File: src/rtl/serdes_64b66b_rx_descrambler_pkg.sv
// Shared types and constants for the 64B/66B RX descrambler and block-lock logic.
package serdes_64b66b_rx_descrambler_pkg;

   localparam int unsigned DATA_W = 64;
   localparam int unsigned SEQ_W  = 6;
   localparam int unsigned HDR_W  = 2;
   localparam int unsigned SCR_W  = 58;

   // x^58 + x^39 + 1 taps
   localparam int unsigned TAP_A = 39;
   localparam int unsigned TAP_B = 58;

   localparam logic [HDR_W-1:0] SH_DATA = 2'b01;
   localparam logic [HDR_W-1:0] SH_CTRL = 2'b10;

   typedef enum logic [1:0] {
      HUNT      = 2'd0,
      SLIP_WAIT = 2'd1,
      LOCKED    = 2'd2
   } lock_state_e;

   typedef struct packed {
      logic [SEQ_W-1:0]  seq;
      logic [HDR_W-1:0]  header;
      logic [DATA_W-1:0] data;
   } rx_blk_t;

   function automatic logic hdr_valid(input logic [HDR_W-1:0] h);
      return (h == SH_DATA) || (h == SH_CTRL);
   endfunction

endpackage

File: src/rtl/serdes_64b66b_rx_descrambler_if.sv
// Block bus between the RX gearbox, the descrambler and the 64B/66B decoder.
interface serdes_64b66b_rx_descrambler_if
   import serdes_64b66b_rx_descrambler_pkg::*;
();
   logic [DATA_W-1:0] rx_data;
   logic [SEQ_W-1:0]  rx_seq;
   logic [HDR_W-1:0]  rx_header;
   logic [DATA_W-1:0] rx_descramble_data;
   logic [SEQ_W-1:0]  rx_descramble_seq;
   logic [HDR_W-1:0]  rx_descramble_header;
   logic              rx_block_lock;
   logic              rx_slip;
   logic              rx_hdr_err;

   modport master (
      output rx_data, rx_seq, rx_header,
      input  rx_descramble_data, rx_descramble_seq, rx_descramble_header,
      input  rx_block_lock, rx_slip, rx_hdr_err
   );

   modport slave (
      input  rx_data, rx_seq, rx_header,
      output rx_descramble_data, rx_descramble_seq, rx_descramble_header,
      output rx_block_lock, rx_slip, rx_hdr_err
   );
endinterface

File: src/rtl/serdes_64b66b_rx_block_lock.sv
// Sync-header block-lock FSM with slip/header-error pulses.
// Compiled only when SERDES_RX_BLOCK_LOCK_EN is defined.
`ifdef SERDES_RX_BLOCK_LOCK_EN
module serdes_64b66b_rx_block_lock
   import serdes_64b66b_rx_descrambler_pkg::*;
#(
   parameter int unsigned C_LOCK_CNT  = 64,
   parameter int unsigned C_INVLD_MAX = 16,
   parameter int unsigned C_SLIP_WAIT = 32
) (
   input  logic             clk,
   input  logic             rst_n,
   input  logic             valid,
   input  logic [HDR_W-1:0] header,
   output logic             block_lock,
   output logic             slip,
   output logic             hdr_err
);
   localparam int unsigned SH_W   = 7;
   localparam int unsigned WIN_W  = 6;
   localparam int unsigned INV_W  = 5;
   localparam int unsigned WAIT_W = 6;

   lock_state_e        state_q, state_d;
   logic [SH_W-1:0]    sh_cnt_q, sh_cnt_d;
   logic [WIN_W-1:0]   win_cnt_q, win_cnt_d;
   logic [INV_W-1:0]   invld_cnt_q, invld_cnt_d;
   logic [WAIT_W-1:0]  wait_cnt_q, wait_cnt_d;
   logic               lock_d, slip_d, hdr_err_d;
   logic               hdr_ok;

   always_ff @(posedge clk) begin
      if (!rst_n) begin
         state_q     <= HUNT;
         sh_cnt_q    <= '0;
         win_cnt_q   <= '0;
         invld_cnt_q <= '0;
         wait_cnt_q  <= '0;
         block_lock  <= 1'b0;
         slip        <= 1'b0;
         hdr_err     <= 1'b0;
      end else begin
         state_q     <= state_d;
         sh_cnt_q    <= sh_cnt_d;
         win_cnt_q   <= win_cnt_d;
         invld_cnt_q <= invld_cnt_d;
         wait_cnt_q  <= wait_cnt_d;
         block_lock  <= lock_d;
         slip        <= slip_d;
         hdr_err     <= hdr_err_d;
      end
   end

   // Headers are only tested on valid cycles in HUNT and LOCKED.
   always_comb begin
      state_d     = state_q;
      sh_cnt_d    = sh_cnt_q;
      win_cnt_d   = win_cnt_q;
      invld_cnt_d = invld_cnt_q;
      wait_cnt_d  = wait_cnt_q;
      slip_d      = 1'b0;
      hdr_err_d   = 1'b0;
      hdr_ok      = hdr_valid(header);

      unique case (state_q)
         HUNT: begin
            if (sh_cnt_q == SH_W'(C_LOCK_CNT)) begin
               state_d     = LOCKED;
               sh_cnt_d    = '0;
               win_cnt_d   = '0;
               invld_cnt_d = '0;
            end else if (valid) begin
               if (hdr_ok) begin
                  sh_cnt_d = sh_cnt_q + SH_W'(1);
               end else begin
                  hdr_err_d  = 1'b1;
                  slip_d     = 1'b1;
                  sh_cnt_d   = '0;
                  wait_cnt_d = '0;
                  state_d    = SLIP_WAIT;
               end
            end
         end
         SLIP_WAIT: begin
            if (valid) begin
               if (wait_cnt_q == WAIT_W'(C_SLIP_WAIT - 1)) begin
                  wait_cnt_d = '0;
                  sh_cnt_d   = '0;
                  state_d    = HUNT;
               end else begin
                  wait_cnt_d = wait_cnt_q + WAIT_W'(1);
               end
            end
         end
         LOCKED: begin
            if (valid) begin
               win_cnt_d = win_cnt_q + WIN_W'(1);
               if (!hdr_ok) begin
                  hdr_err_d   = 1'b1;
                  invld_cnt_d = invld_cnt_q + INV_W'(1);
               end
               // Loss of lock wins over a window wrap in the same cycle.
               if (invld_cnt_d == INV_W'(C_INVLD_MAX)) begin
                  slip_d      = 1'b1;
                  state_d     = SLIP_WAIT;
                  win_cnt_d   = '0;
                  invld_cnt_d = '0;
                  wait_cnt_d  = '0;
               end else if (win_cnt_q == '1) begin
                  invld_cnt_d = '0;
               end
            end
         end
         default: state_d = HUNT;
      endcase

      lock_d = (state_d == LOCKED);
   end

endmodule
`endif

File: src/rtl/serdes_64b66b_rx_descrambler.sv
// 64B/66B RX self-synchronising descrambler (x^58+x^39+1) with optional block lock.
// Block-lock FSM is built only when SERDES_RX_BLOCK_LOCK_EN is defined.
module serdes_64b66b_rx_descrambler
   import serdes_64b66b_rx_descrambler_pkg::*;
#(
   parameter int unsigned C_RX_DATA_WIDTH = 64
`ifdef SERDES_RX_BLOCK_LOCK_EN
   ,
   parameter int unsigned C_LOCK_CNT  = 64,
   parameter int unsigned C_INVLD_MAX = 16,
   parameter int unsigned C_SLIP_WAIT = 32
`endif
) (
   input  logic                           I_pcs_rx_clk,
   input  logic                           I_pcs_rx_rst_n,
   serdes_64b66b_rx_descrambler_if.slave  rx
);
   localparam int unsigned HALF_W = C_RX_DATA_WIDTH / 2;

   typedef struct packed {
      logic [HALF_W-1:0] d;
      logic [SCR_W-1:0]  s;
   } half_t;

   // x = {received bits, last 58 received bits}; x[SCR_W+i] is received bit i.
   function automatic half_t descr_half(input logic [HALF_W-1:0] r,
                                        input logic [SCR_W-1:0]  s);
      logic [SCR_W+HALF_W-1:0] x;
      half_t                   o;
      x = {r, s};
      o = '0;
      for (int i = 0; i < int'(HALF_W); i++) begin
         o.d[i] = x[SCR_W+i] ^ x[SCR_W-TAP_A+i] ^ x[SCR_W-TAP_B+i];
      end
      o.s = x[SCR_W+HALF_W-1:HALF_W];
      return o;
   endfunction

   logic [SCR_W-1:0] scr_q;
   rx_blk_t          out_q;
   half_t            lo_c, hi_c;
   logic             valid;
   logic             block_lock, slip, hdr_err;

   assign valid = ~rx.rx_seq[SEQ_W-1];

   // Low half first, its updated state feeds the high half in the same cycle.
   always_comb begin
      lo_c = descr_half(rx.rx_data[HALF_W-1:0], scr_q);
      hi_c = descr_half(rx.rx_data[C_RX_DATA_WIDTH-1:HALF_W], lo_c.s);
   end

   always_ff @(posedge I_pcs_rx_clk) begin
      if (!I_pcs_rx_rst_n) begin
         scr_q <= '0;
         out_q <= '0;
      end else begin
         out_q.seq    <= rx.rx_seq;
         out_q.header <= rx.rx_header;
         if (valid) begin
            scr_q      <= hi_c.s;
            out_q.data <= {hi_c.d, lo_c.d};
         end
      end
   end

`ifdef SERDES_RX_BLOCK_LOCK_EN
   serdes_64b66b_rx_block_lock #(
      .C_LOCK_CNT  (C_LOCK_CNT),
      .C_INVLD_MAX (C_INVLD_MAX),
      .C_SLIP_WAIT (C_SLIP_WAIT)
   ) u_block_lock (
      .clk        (I_pcs_rx_clk),
      .rst_n      (I_pcs_rx_rst_n),
      .valid      (valid),
      .header     (rx.rx_header),
      .block_lock (block_lock),
      .slip       (slip),
      .hdr_err    (hdr_err)
   );
`else
   // Without lock detection the block reports lock one cycle after reset release.
   always_ff @(posedge I_pcs_rx_clk) begin
      if (!I_pcs_rx_rst_n) begin
         block_lock <= 1'b0;
      end else begin
         block_lock <= 1'b1;
      end
   end
   assign slip    = 1'b0;
   assign hdr_err = 1'b0;
`endif

   assign rx.rx_descramble_data   = out_q.data;
   assign rx.rx_descramble_seq    = out_q.seq;
   assign rx.rx_descramble_header = out_q.header;
   assign rx.rx_block_lock        = block_lock;
   assign rx.rx_slip              = slip;
   assign rx.rx_hdr_err           = hdr_err;

endmodule

File: src/flat_wrapper.sv
// flat-port wrapper written by rule: the top's interface ports become plain ports
module serdes_64b66b_rx_descrambler_flat import serdes_64b66b_rx_descrambler_pkg::*;
#(
   parameter int unsigned C_RX_DATA_WIDTH = 64

)
  (I_pcs_rx_clk, I_pcs_rx_rst_n, rx_rx_data, rx_rx_seq, rx_rx_header, rx_rx_descramble_data, rx_rx_descramble_seq, rx_rx_descramble_header, rx_rx_block_lock, rx_rx_slip, rx_rx_hdr_err);
  serdes_64b66b_rx_descrambler_if rx_i ();
  input  logic I_pcs_rx_clk;
  input  logic I_pcs_rx_rst_n;
  input wire logic [$bits(rx_i.rx_data)-1:0] rx_rx_data;
  input wire logic [$bits(rx_i.rx_seq)-1:0] rx_rx_seq;
  input wire logic [$bits(rx_i.rx_header)-1:0] rx_rx_header;
  output wire logic [$bits(rx_i.rx_descramble_data)-1:0] rx_rx_descramble_data;
  output wire logic [$bits(rx_i.rx_descramble_seq)-1:0] rx_rx_descramble_seq;
  output wire logic [$bits(rx_i.rx_descramble_header)-1:0] rx_rx_descramble_header;
  output wire logic [$bits(rx_i.rx_block_lock)-1:0] rx_rx_block_lock;
  output wire logic [$bits(rx_i.rx_slip)-1:0] rx_rx_slip;
  output wire logic [$bits(rx_i.rx_hdr_err)-1:0] rx_rx_hdr_err;
  assign rx_i.rx_data = rx_rx_data;
  assign rx_i.rx_seq = rx_rx_seq;
  assign rx_i.rx_header = rx_rx_header;
  assign rx_rx_descramble_data = rx_i.rx_descramble_data;
  assign rx_rx_descramble_seq = rx_i.rx_descramble_seq;
  assign rx_rx_descramble_header = rx_i.rx_descramble_header;
  assign rx_rx_block_lock = rx_i.rx_block_lock;
  assign rx_rx_slip = rx_i.rx_slip;
  assign rx_rx_hdr_err = rx_i.rx_hdr_err;
  serdes_64b66b_rx_descrambler #(.C_RX_DATA_WIDTH(C_RX_DATA_WIDTH)) u_core (.I_pcs_rx_clk(I_pcs_rx_clk), .I_pcs_rx_rst_n(I_pcs_rx_rst_n), .rx(rx_i));
endmodule
File: config.mk
export PLATFORM = sky130hd
export DESIGN_NAME = serdes_64b66b_rx_descrambler_flat
export DESIGN_NICKNAME = d
export VERILOG_FILES = /design/src/rtl/serdes_64b66b_rx_descrambler_pkg.sv /design/src/rtl/serdes_64b66b_rx_descrambler_if.sv /design/src/rtl/serdes_64b66b_rx_block_lock.sv /design/src/rtl/serdes_64b66b_rx_descrambler.sv /design/src/flat_wrapper.sv
export SDC_FILE = /design/constraint.sdc
export NUM_CORES = 1
export LEC_CHECK = 0
export ABC_AREA = 1
export CORE_AREA = 2 2 133 135
export CTS_BUF_LIST = sky130_fd_sc_hd__clkbuf_4
export CTS_CLUSTER_SIZE = 20
export DETAILED_ROUTE_END_ITERATION = 8
export DIE_AREA = 0 0 135 137
export SYNTH_ARGS = -nofsm -noshare
export SYNTH_HDL_FRONTEND = slang
export SYNTH_HIERARCHICAL = 1
export SYNTH_SLANG_ARGS = --single-unit
File: constraint.sdc
create_clock -name I_pcs_rx_clk -period 2.4 [get_ports I_pcs_rx_clk]
set_input_delay 0.6 -clock I_pcs_rx_clk [delete_from_list [all_inputs] [get_ports I_pcs_rx_clk]]
set_output_delay 0.6 -clock I_pcs_rx_clk [all_outputs]
set_load 0.02 [all_outputs]
======== Yosys cells after proc, flatten, opt, wreduce, memory -nomap -nowiden ========
Cells that the tools add are included.
storage, ports and cells
  output and inout bits ................... 75
  input bits .............................. 74
  word-level logic and storage cells ...... 134
  flip-flop bits (word level) ............. 131
cells by class
  muxes and demuxes ....................... 1
  bitwise gates (word level) .............. 128
operator list
  cell               number
  bitwise XOR 1 bit  128
  2-to-1 mux 1 bit   1

======== Depth between registers and ports, before layout ========
Gate-level depths: netlist of the first run.
  depth after elaboration ................. 2
  mapped depth ............................ 7

======== Least setup slack after synthesis of the first run ========
No wires, ideal clock.
  path type ............................... input port to flip-flop
  from .................................... input rx_rx_seq[5]
  to ...................................... register u_core.out_q (netlist bit u_core/rx.rx_descramble_data[53])
  slack ................................... 1075 ps
  data arrival time ....................... 1216 ps
  library setup time ...................... 109 ps
  data required time ...................... 2291 ps
  stages .................................. 7
  cell sequence ........................... buf_6 -> inv_4 -> buf_6 -> buf_6 -> nand3_2 -> nand2_1 -> inv_1
RTL lines
  element          RTL line                            RTL
  start, declared  flat_wrapper.sv:12                  input wire logic [$bits(rx_i.rx_seq)-1:0] rx_rx_seq;
  end, declared    serdes_64b66b_rx_descrambler.sv:40  rx_blk_t out_q;

======== Final worst setup path of the first run ========
  from .................................... register u_core.out_q (netlist bit u_core/rx.rx_descramble_data[18])
  to ...................................... output rx_rx_descramble_data[18]
RTL lines
  element        RTL line            RTL
  end, declared  flat_wrapper.sv:14  output wire logic [$bits(rx_i.rx_descramble_data)-1:0] rx_rx_descramble_data;
No word-level cell between the ends.

==> impl_results.rst, run 1 <==
.. list-table::
   :header-rows: 1

   * - Metric
     - Value
   * - Cell count after placement
     - 1407
   * - Horizontal die dimension
     - 135 microns
   * - Buffering stage count on the worst path with inverters included
     - 1
   * - Buffer levels on the longest clock path
     - 2
   * - Status
     - complete, no violations
   * - Final RePlAce weighted congestion
     - 0.809
   * - Clock-pin transition on the worst setup and hold timing paths
     - 110 ps
   * - Synth Warn #
     - 6
   * - CP required
     - 1800 ps
   * - Commonest cells after routing, fill and taps aside
     - 327 x nand2_1, 192 x inv_1, 144 x clkdlybuf4s50_1
   * - Tightest Pin Transition
     - 569 ps
   * - Cell Area, Synth
     - 6590 sq um
   * - Switching share of total power
     - 30.2%
   * - Maximum number of pins on one net before global-route repair
     - 76
   * - Synth top area cells
     - dfxtp_1 40%, nand2_1 19%, inv_1 11%, nand3_1 8.8%, nor2_1 7.5%
   * - Drt total wl
     - 19.7 mm
   * - Fraction of layout cells with a size suffix above 1
     - 4.04%
   * - CORE AREA
     - 17100 sq um
   * - Clock tree root buffer cell
     - clkbuf_4
   * - Number of vias in the routed layout
     - 6664
   * - Most instantiated flip-flop cell in the synthesis netlist
     - dfxtp_1
   * - Total power of the final layout
     - 5.12 mW
   * - Number of optimization iterations in the first detailed-route pass
     - 5
   * - Aggregate global routing overflow
     - 0
   * - Flop and latch count out of synthesis
     - 131
   * - Count of nets left with antenna violations after detail routing
     - 0
   * - Top cell family by delay on the critical path
     - buffers and inverters
   * - Clk sinks
     - 131
   * - Fill cell count
     - 1824
   * - Ratio of total power to cell area
     - 606 nW/um^2
   * - Routed vias/inst
     - 4.63
   * - Floorplan row count
     - 48
   * - Number of setup violations in the final report
     - 0
   * - Cells along the critical path
     - clkdlybuf4s50_1
   * - Final Net Count
     - 1275
   * - CP Max Fanout
     - 2
   * - Cell at the slowest stage of the critical path
     - clkdlybuf4s50_1
   * - Number of H-tree levels
     - 4
   * - Total setup buffers inserted after CTS
     - 0
   * - Cells after synthesis
     - 1067
   * - Port buffer count
     - 146
   * - Quantity of hold-fixing buffers added after cts
     - 0
   * - Final std cells w/o fill
     - 1438
   * - Effective utilization at floorplan
     - 38.6%
   * - Leak
     - 4.45 nW
   * - Net Sw Power
     - 1.55 mW
   * - Number of buffers created by CTS
     - 17
   * - Kind of end point of the critical path
     - primary output
   * - Quantity of gates resized following cts
     - 0
   * - Crit path largest cell delay
     - 640 ps
   * - DRC
     - 0
   * - Wirelength per Cell
     - 13.7 microns
   * - Internal Pwr Total
     - 3.57 mW
   * - Slew margin rel.
     - 62.1%
   * - Clock tree from TritonCTS
     - done
   * - Classification of the worst-slack hold path
     - in2reg
   * - Maximum Capacitance Violations
     - 0
   * - Part of the power in registers
     - 47.6%
   * - Area growth from synthesis to final layout
     - 28.3%
   * - Library cell with the largest summed area after synthesis
     - dfxtp_1
   * - Crit path kind
     - reg2out
   * - Worst supply voltage drop on vdd
     - 0.000375 V
   * - Clock share of power
     - 29.6%
   * - Total negative slack
     - 0 ps
   * - Mean area per synthesized cell
     - 6.18 sq um
   * - DRT iter0 DRCs
     - 486
   * - Number of pins with negative max-slew slack in the final report
     - 0
   * - Tcrit/Tclk final
     - 91.3%
   * - Boundary pin count
     - 149
   * - Most common cell after layout, fill and taps aside
     - nand2_1
   * - Number of antenna violations at the first check in global routing
     - 1
   * - Count of different cell masters after synthesis
     - 18
   * - Vias in the first global route
     - 6031
   * - Number of synthesized flops with an enable pin
     - 0
   * - Highest Clock Rate
     - 0.456 GHz
   * - Half-perimeter wire length after detailed placement
     - 14.5 mm
   * - Tot GR Track Use
     - 21.6%
   * - Post-synthesis sequential area ratio
     - 39.8%
   * - Setup repair after global routing missed its margin
     - no
   * - Proportion of register bits with asynchronous set or reset after synthesis
     - 0%
   * - Portion of synthesized cell area occupied by the leading cell type
     - 39.8%
   * - Final hold violation count
     - 0
   * - Critical path arrival
     - 1590 ps
   * - First-pass GRT wire length
     - 30.6 mm
   * - Critical path startpoint category
     - flop
   * - Worst setup skew after layout
     - 12.5 ps
   * - Clock latency at the later pin of the worst-skew pair
     - 520 ps
   * - Period minus WS final
     - 2190 ps
   * - Logic pwr share
     - 22.8%
   * - Floorplan die height
     - 137 microns
   * - Area enclosed by the die boundary
     - 18500 sq um
[cells in the mapped netlist, types with 2 or more instances]
master    instances
a21oi_1          56
buf_2            27
buf_4             2
buf_6             6
clkbuf_1          3
clkbuf_2          4
dfxtp_1         131
inv_1           193
nand2_1         327
nand3_1         116
nand3_2          10
nor2_1          131
o21ai_0          56
[flip-flops by register name, summed over array words and instances (netlist names)]
register                        flops
u_core/rx.rx_descramble_data       64
u_core/scr_q                       58
u_core/rx.rx_descramble_seq         6
u_core/rx.rx_descramble_header      2
u_core/rx.rx_block_lock             1
[cells by family (layout without fill, tap and decap cells)]
group                  count (synthesis)  after routing  share of synthesized area (%)
AND/OR/NAND/NOR                      584            584                           36.4
other                                  1              3                         0.0569
buffers and inverters                236            380                           14.9
AO/OA/AOI/OAI                        114            114                           8.72
XOR/XNOR                               1              1                          0.133
flip-flops                           131            131                           39.8
[cell type report]
type,instances,area [sq um],area share (%)
multi-input cells,701,2990,35.4
flip-flops and latches,131,2620,31.0
repair buffers,156,1550,18.4
inverters,194,731,8.64
well taps,225,282,3.33
clock buffers,21,158,1.87
clock inverters,9,114,1.35
diodes,1,2.50,0.0296
[per-layer routing]
layer,share of wire (%),routed length [microns],global-route usage [%],vias up
met4,0.61,121,4.17,0
met1,46,9100,28.6,2972
met5,0,0,0,-
met3,6.2,1220,4.96,9
met2,47,9250,36.2,163
li1,-,-,-,3520
[metrics by stage]
step | area (sq um) | utilization [%] | setup slack, ps | hold WS [ps]
after floorplan | 6590 | - | 1080 | 448
after global placement | 8180 | 48.0 | 595 | 463
after detailed placement | 8180 | 48.0 | 585 | 464
after CTS | 8450 | 49.5 | 139 | 390
after global routing | 8450 | 49.6 | 129 | 408
final | 8450 | 49.6 | 208 | 429
[worst paths after layout]
kind	depth (start not counted)	startpoint	slack, ps	to
max	1	u_core/rx.rx_descramble_data[18]$_SDFFE_PN0N_	210	rx_rx_descramble_data[18]
min	2	rx_rx_seq[5]	430	u_core/scr_q[9]$_SDFFE_PN0N_
max reg2reg	7	u_core/scr_q[53]$_SDFFE_PN0N_	1380	u_core/rx.rx_descramble_data[34]$_SDFFE_PN0N_
min reg2reg	2	u_core/scr_q[11]$_SDFFE_PN0N_	480	u_core/scr_q[11]$_SDFFE_PN0N_
[power by group through the flow]
| stage | clock network, mW | logic, mW | registers, mW |
|---|---|---|---|
| 5_1_grt | 1.66 | 1.31 | 2.46 |
| 2_1_floorplan | 0 | 0.572 | 2.58 |
| 4_1_cts | 1.57 | 1.18 | 2.44 |
| 3_3_place_gp | 0 | 1.16 | 2.49 |
| 6_report | 1.52 | 1.17 | 2.44 |
| 3_5_place_dp | 0 | 1.17 | 2.49 |
Note: power is estimated with default switching activity, not from simulation.
==> inputs of run 2 (changes only) <==
--- a/config.mk
+++ b/config.mk
@@ -6,6 +6,7 @@
 export NUM_CORES = 1
 export LEC_CHECK = 0
 export ABC_AREA = 1
+export CAP_MARGIN = 5
 export CORE_AREA = 2 2 133 135
 export CTS_BUF_LIST = sky130_fd_sc_hd__clkbuf_4
 export CTS_CLUSTER_SIZE = 20
==> results of run 2 <==
No change in the layout: final DEF, timing and power equal those of run 1.
==> inputs of run 3 (changes only) <==
--- a/config.mk
+++ b/config.mk
@@ -5,13 +5,12 @@
 export SDC_FILE = /design/constraint.sdc
 export NUM_CORES = 1
 export LEC_CHECK = 0
-export ABC_AREA = 1
 export CAP_MARGIN = 5
-export CORE_AREA = 2 2 133 135
+export CORE_AREA = 2 2 129 131
 export CTS_BUF_LIST = sky130_fd_sc_hd__clkbuf_4
 export CTS_CLUSTER_SIZE = 20
 export DETAILED_ROUTE_END_ITERATION = 8
-export DIE_AREA = 0 0 135 137
+export DIE_AREA = 0 0 131 133
 export SYNTH_ARGS = -nofsm -noshare
 export SYNTH_HDL_FRONTEND = slang
 export SYNTH_HIERARCHICAL = 1
==> run 3 against run 2 <==
Compared with the run above: setup slack got worse by 3.2 ps; first-iteration DRC count fell by 46%; via count fell by 33%; core utilization rose by 0.44 points; largest cell class unchanged; largest power group unchanged; highest routed layer unchanged.
==> impl_results.rst, run 3 <==
.. list-table::
   :header-rows: 1

   * - Metric
     - Value
   * - Portion of synthesized cell area occupied by the leading cell type
     - 42.4%
   * - CORE AREA
     - 16200 sq um
   * - Floorplan die height
     - 133 microns
   * - Number of setup violations in the final report
     - 0
   * - Highest Clock Rate
     - 0.455 GHz
   * - Count of nets left with antenna violations after detail routing
     - 0
   * - Crit path largest cell delay
     - 670 ps
   * - Cells along the critical path
     - clkdlybuf4s50_1
   * - Total negative slack
     - 0 ps
   * - Tcrit/Tclk final
     - 91.5%
   * - Boundary pin count
     - 149
   * - Cells after synthesis
     - 585
   * - Wirelength per Cell
     - 16.3 microns
   * - Post-synthesis sequential area ratio
     - 42.4%
   * - Worst Hold End
     - u_core/rx.rx_descramble_data[7]$_SDFFE_PN0N_
   * - Number of H-tree levels
     - 4
   * - Buffer levels on the longest clock path
     - 2
   * - Effective utilization at floorplan
     - 38.3%
   * - Clock-pin transition on the worst setup and hold timing paths
     - 110 ps
   * - Net Sw Power
     - 1.41 mW
   * - Cell at the slowest stage of the critical path
     - clkdlybuf4s50_1
   * - Classification of the worst-slack hold path
     - reg2reg
   * - Clock share of power
     - 28.4%
   * - Most numerous cell types in the synthesized netlist
     - 131 x dfxtp_1, 64 x nand2_1, 58 x mux2i_1, 58 x nor2b_1, 40 x and2_1
   * - Final hold violation count
     - 0
   * - Most instantiated flip-flop cell in the synthesis netlist
     - dfxtp_1
   * - Period minus WS final
     - 2200 ps
   * - Floorplan row count
     - 47
   * - CP Max Fanout
     - 2
   * - Flop and latch count out of synthesis
     - 131
   * - Aggregate global routing overflow
     - 0
   * - Clock latency at the later pin of the worst-skew pair
     - 540 ps
   * - Leak
     - 3.24 nW
   * - Area enclosed by the die boundary
     - 17400 sq um
   * - Commonest cells after routing, fill and taps aside
     - 144 x clkdlybuf4s50_1, 131 x dfxtp_1, 64 x nand2_1
   * - Cell Area, Synth
     - 6190 sq um
   * - DRT iter0 DRCs
     - 264
   * - Number of optimization iterations in the first detailed-route pass
     - 4
   * - Most common cell after layout, fill and taps aside
     - clkdlybuf4s50_1
   * - Synth Warn #
     - 6
   * - Final Instance Area
     - 8090 sq um
   * - Proportion of register bits with asynchronous set or reset after synthesis
     - 0%
   * - Maximum number of pins on one net before global-route repair
     - 48
   * - Start point of the worst min-delay path
     - u_core/rx.rx_descramble_data[7]$_SDFFE_PN0N_
   * - Worst setup skew after layout
     - 11.7 ps
   * - Critical path arrival
     - 1600 ps
   * - Final RePlAce weighted congestion
     - 0.781
   * - Final Net Count
     - 792
   * - Clock tree root buffer cell
     - clkbuf_4
   * - Clk sinks
     - 131
   * - Crit path kind
     - reg2out
   * - Placed inst area
     - 7830 sq um
   * - Half-perimeter wire length after detailed placement
     - 11.7 mm
   * - Library cell with the largest summed area after synthesis
     - dfxtp_1
   * - DRC
     - 0
   * - CP required
     - 1800 ps
   * - WP depth
     - 1
   * - Dominant cell by count in the synthesized netlist
     - dfxtp_1
   * - Setup repair after global routing missed its margin
     - no
   * - Routed vias/inst
     - 4.72
   * - Status
     - complete, no violations
   * - Mean area per synthesized cell
     - 10.6 sq um
   * - Tot GR Track Use
     - 18.4%
   * - Switching share of total power
     - 28.4%
   * - Kind of end point of the critical path
     - primary output
   * - Buffering stage count on the worst path with inverters included
     - 1
   * - Start of the worst register-to-register path
     - u_core/scr_q[5]$_SDFFE_PN0N_
   * - Number of buffers created by CTS
     - 17
   * - Quantity of gates resized following cts
     - 0
   * - Fraction of layout cells with a size suffix above 1
     - 7.39%
   * - Horizontal die dimension
     - 131 microns
   * - Internal Pwr Total
     - 3.54 mW
   * - Ratio of total power to cell area
     - 612 nW/um^2
   * - Drt total wl
     - 15.6 mm
   * - Number of pins with negative max-slew slack in the final report
     - 0
   * - Maximum Capacitance Violations
     - 0
   * - Synth top area cells
     - dfxtp_1 42%, xnor3_1 12%, mux2i_1 9.4%, nor2b_1 5.9%, xor2_1 4.5%
   * - R2r worst-path depth
     - 3
   * - Area growth from synthesis to final layout
     - 30.7%
   * - Setup slack, reg-to-reg
     - 1240 ps
   * - Hold-critical path depth
     - 2
   * - Quantity of hold-fixing buffers added after cts
     - 0
   * - Number of antenna violations at the first check in global routing
     - 1
   * - Crit Reg-Reg Endpoint
     - u_core/rx.rx_descramble_data[5]$_SDFFE_PN0N_
   * - Part of the power in registers
     - 49.7%
   * - Largest register FFs
     - 64
   * - Number of vias in the routed layout
     - 4495
   * - Port buffer count
     - 146
   * - Critical path startpoint category
     - flop
   * - Clock tree from TritonCTS
     - done
   * - Worst supply voltage drop on vdd
     - 0.000239 V
   * - Top cell family by delay on the critical path
     - buffers and inverters
   * - First-pass GRT wire length
     - 24.1 mm
   * - Number of synthesized flops with an enable pin
     - 0
   * - Vias in the first global route
     - 4404
   * - Logic pwr share
     - 21.9%
   * - Total setup buffers inserted after CTS
     - 0
   * - Count of different cell masters after synthesis
     - 17
==> run 3: cell types whose count changed after synthesis, moves of 32 or more <==
cell and change:
and2_1 +40, o211ai_1 +32, a21oi_1 -56, xnor3_1 +32
inv_1 -193, xor2_1 +32, nand2_1 -263, mux2i_1 +58
nor2_1 -131, nor2b_1 +58, nand3_1 -84
==> run 3: cell families (layout without fill, tap and decap cells) <==
| group | count (synthesis) | in the layout | synth area share (%) |
|---|---|---|---|
| compound gates | 64 | 64 | 6.47 |
| xor+xnor | 64 | 64 | 16.2 |
| buf+inv | 41 | 186 | 3.94 |
| flops | 131 | 131 | 42.4 |
| mux | 58 | 58 | 9.39 |
| other cells | 1 | 3 | 0.0606 |
| simple gates | 226 | 226 | 21.6 |
==> run 3: per-layer routing <==
| layer | up-vias | wire, microns | global-route usage, % |
|---|---|---|---|
| li1 | 2273 | - | - |
| met1 | 2105 | 7460 | 25.8 |
| met2 | 105 | 7110 | 27.4 |
| met3 | 12 | 865 | 4.97 |
| met4 | 0 | 138 | 6.32 |
| met5 | - | 0 | 0 |
==> run 3: how the worst max path moves through the flow <==
stage	from	end	slack (ps)
6_report	u_core/rx.rx_descramble_data[31]$_SDFFE_PN0N_	rx_rx_descramble_data[31]	200
5_1_grt	u_core/rx.rx_descramble_data[39]$_SDFFE_PN0N_	rx_rx_descramble_data[39]	120
4_1_cts	u_core/rx.rx_descramble_data[39]$_SDFFE_PN0N_	rx_rx_descramble_data[39]	150
3_5_place_dp	rx_rx_data[26]	u_core/rx.rx_descramble_data[26]$_SDFFE_PN0N_	480
3_3_place_gp	rx_rx_data[22]	u_core/rx.rx_descramble_data[22]$_SDFFE_PN0N_	520
2_1_floorplan	rx_rx_seq[5]	u_core/rx.rx_descramble_data[48]$_SDFFE_PN0N_	1010
==> run 3: area by class of cell <==
| type | count | area [sq um] |
|---|---|---|
| Fill cell | 1472 | 8090 |
| Multi-Input combinational cell | 414 | 3320 |
| Sequential cell | 131 | 2620 |
| Timing Repair Buffer | 154 | 1610 |
| Tap cell | 220 | 275 |
| Clock buffer | 18 | 135 |
| Clock inverter | 14 | 120 |
| Antenna cell | 1 | 2.50 |
==> run 3: worst register-to-register path: stages (launching register included) <==
cell,delay (ps)
dfxtp_1,400
xnor3_1,430
o21ai_0,150
and2_1,130
==> run 3: power by group through the flow <==
stage	clock network [mW]	registers [mW]	logic, mW
2_1_floorplan	0	2.60	0.510
3_3_place_gp	0	2.51	1.07
3_5_place_dp	0	2.51	1.09
4_1_cts	1.47	2.46	1.10
5_1_grt	1.56	2.48	1.17
6_report	1.41	2.46	1.08
==> run 3: per-stage QoR <==
stage                     worst slack [ps]  std cells  util (%)  power [mW]  hold WS, ps
after floorplan                       1010        586         -        3.11          488
after global routing                   121        952      50.0        5.21          476
final                                  204        952      50.0        4.95          515
after CTS                              148        951      50.0        5.03          471
after detailed placement               483        919      48.4        3.60          494
after global placement                 522        919      48.4        3.58          484
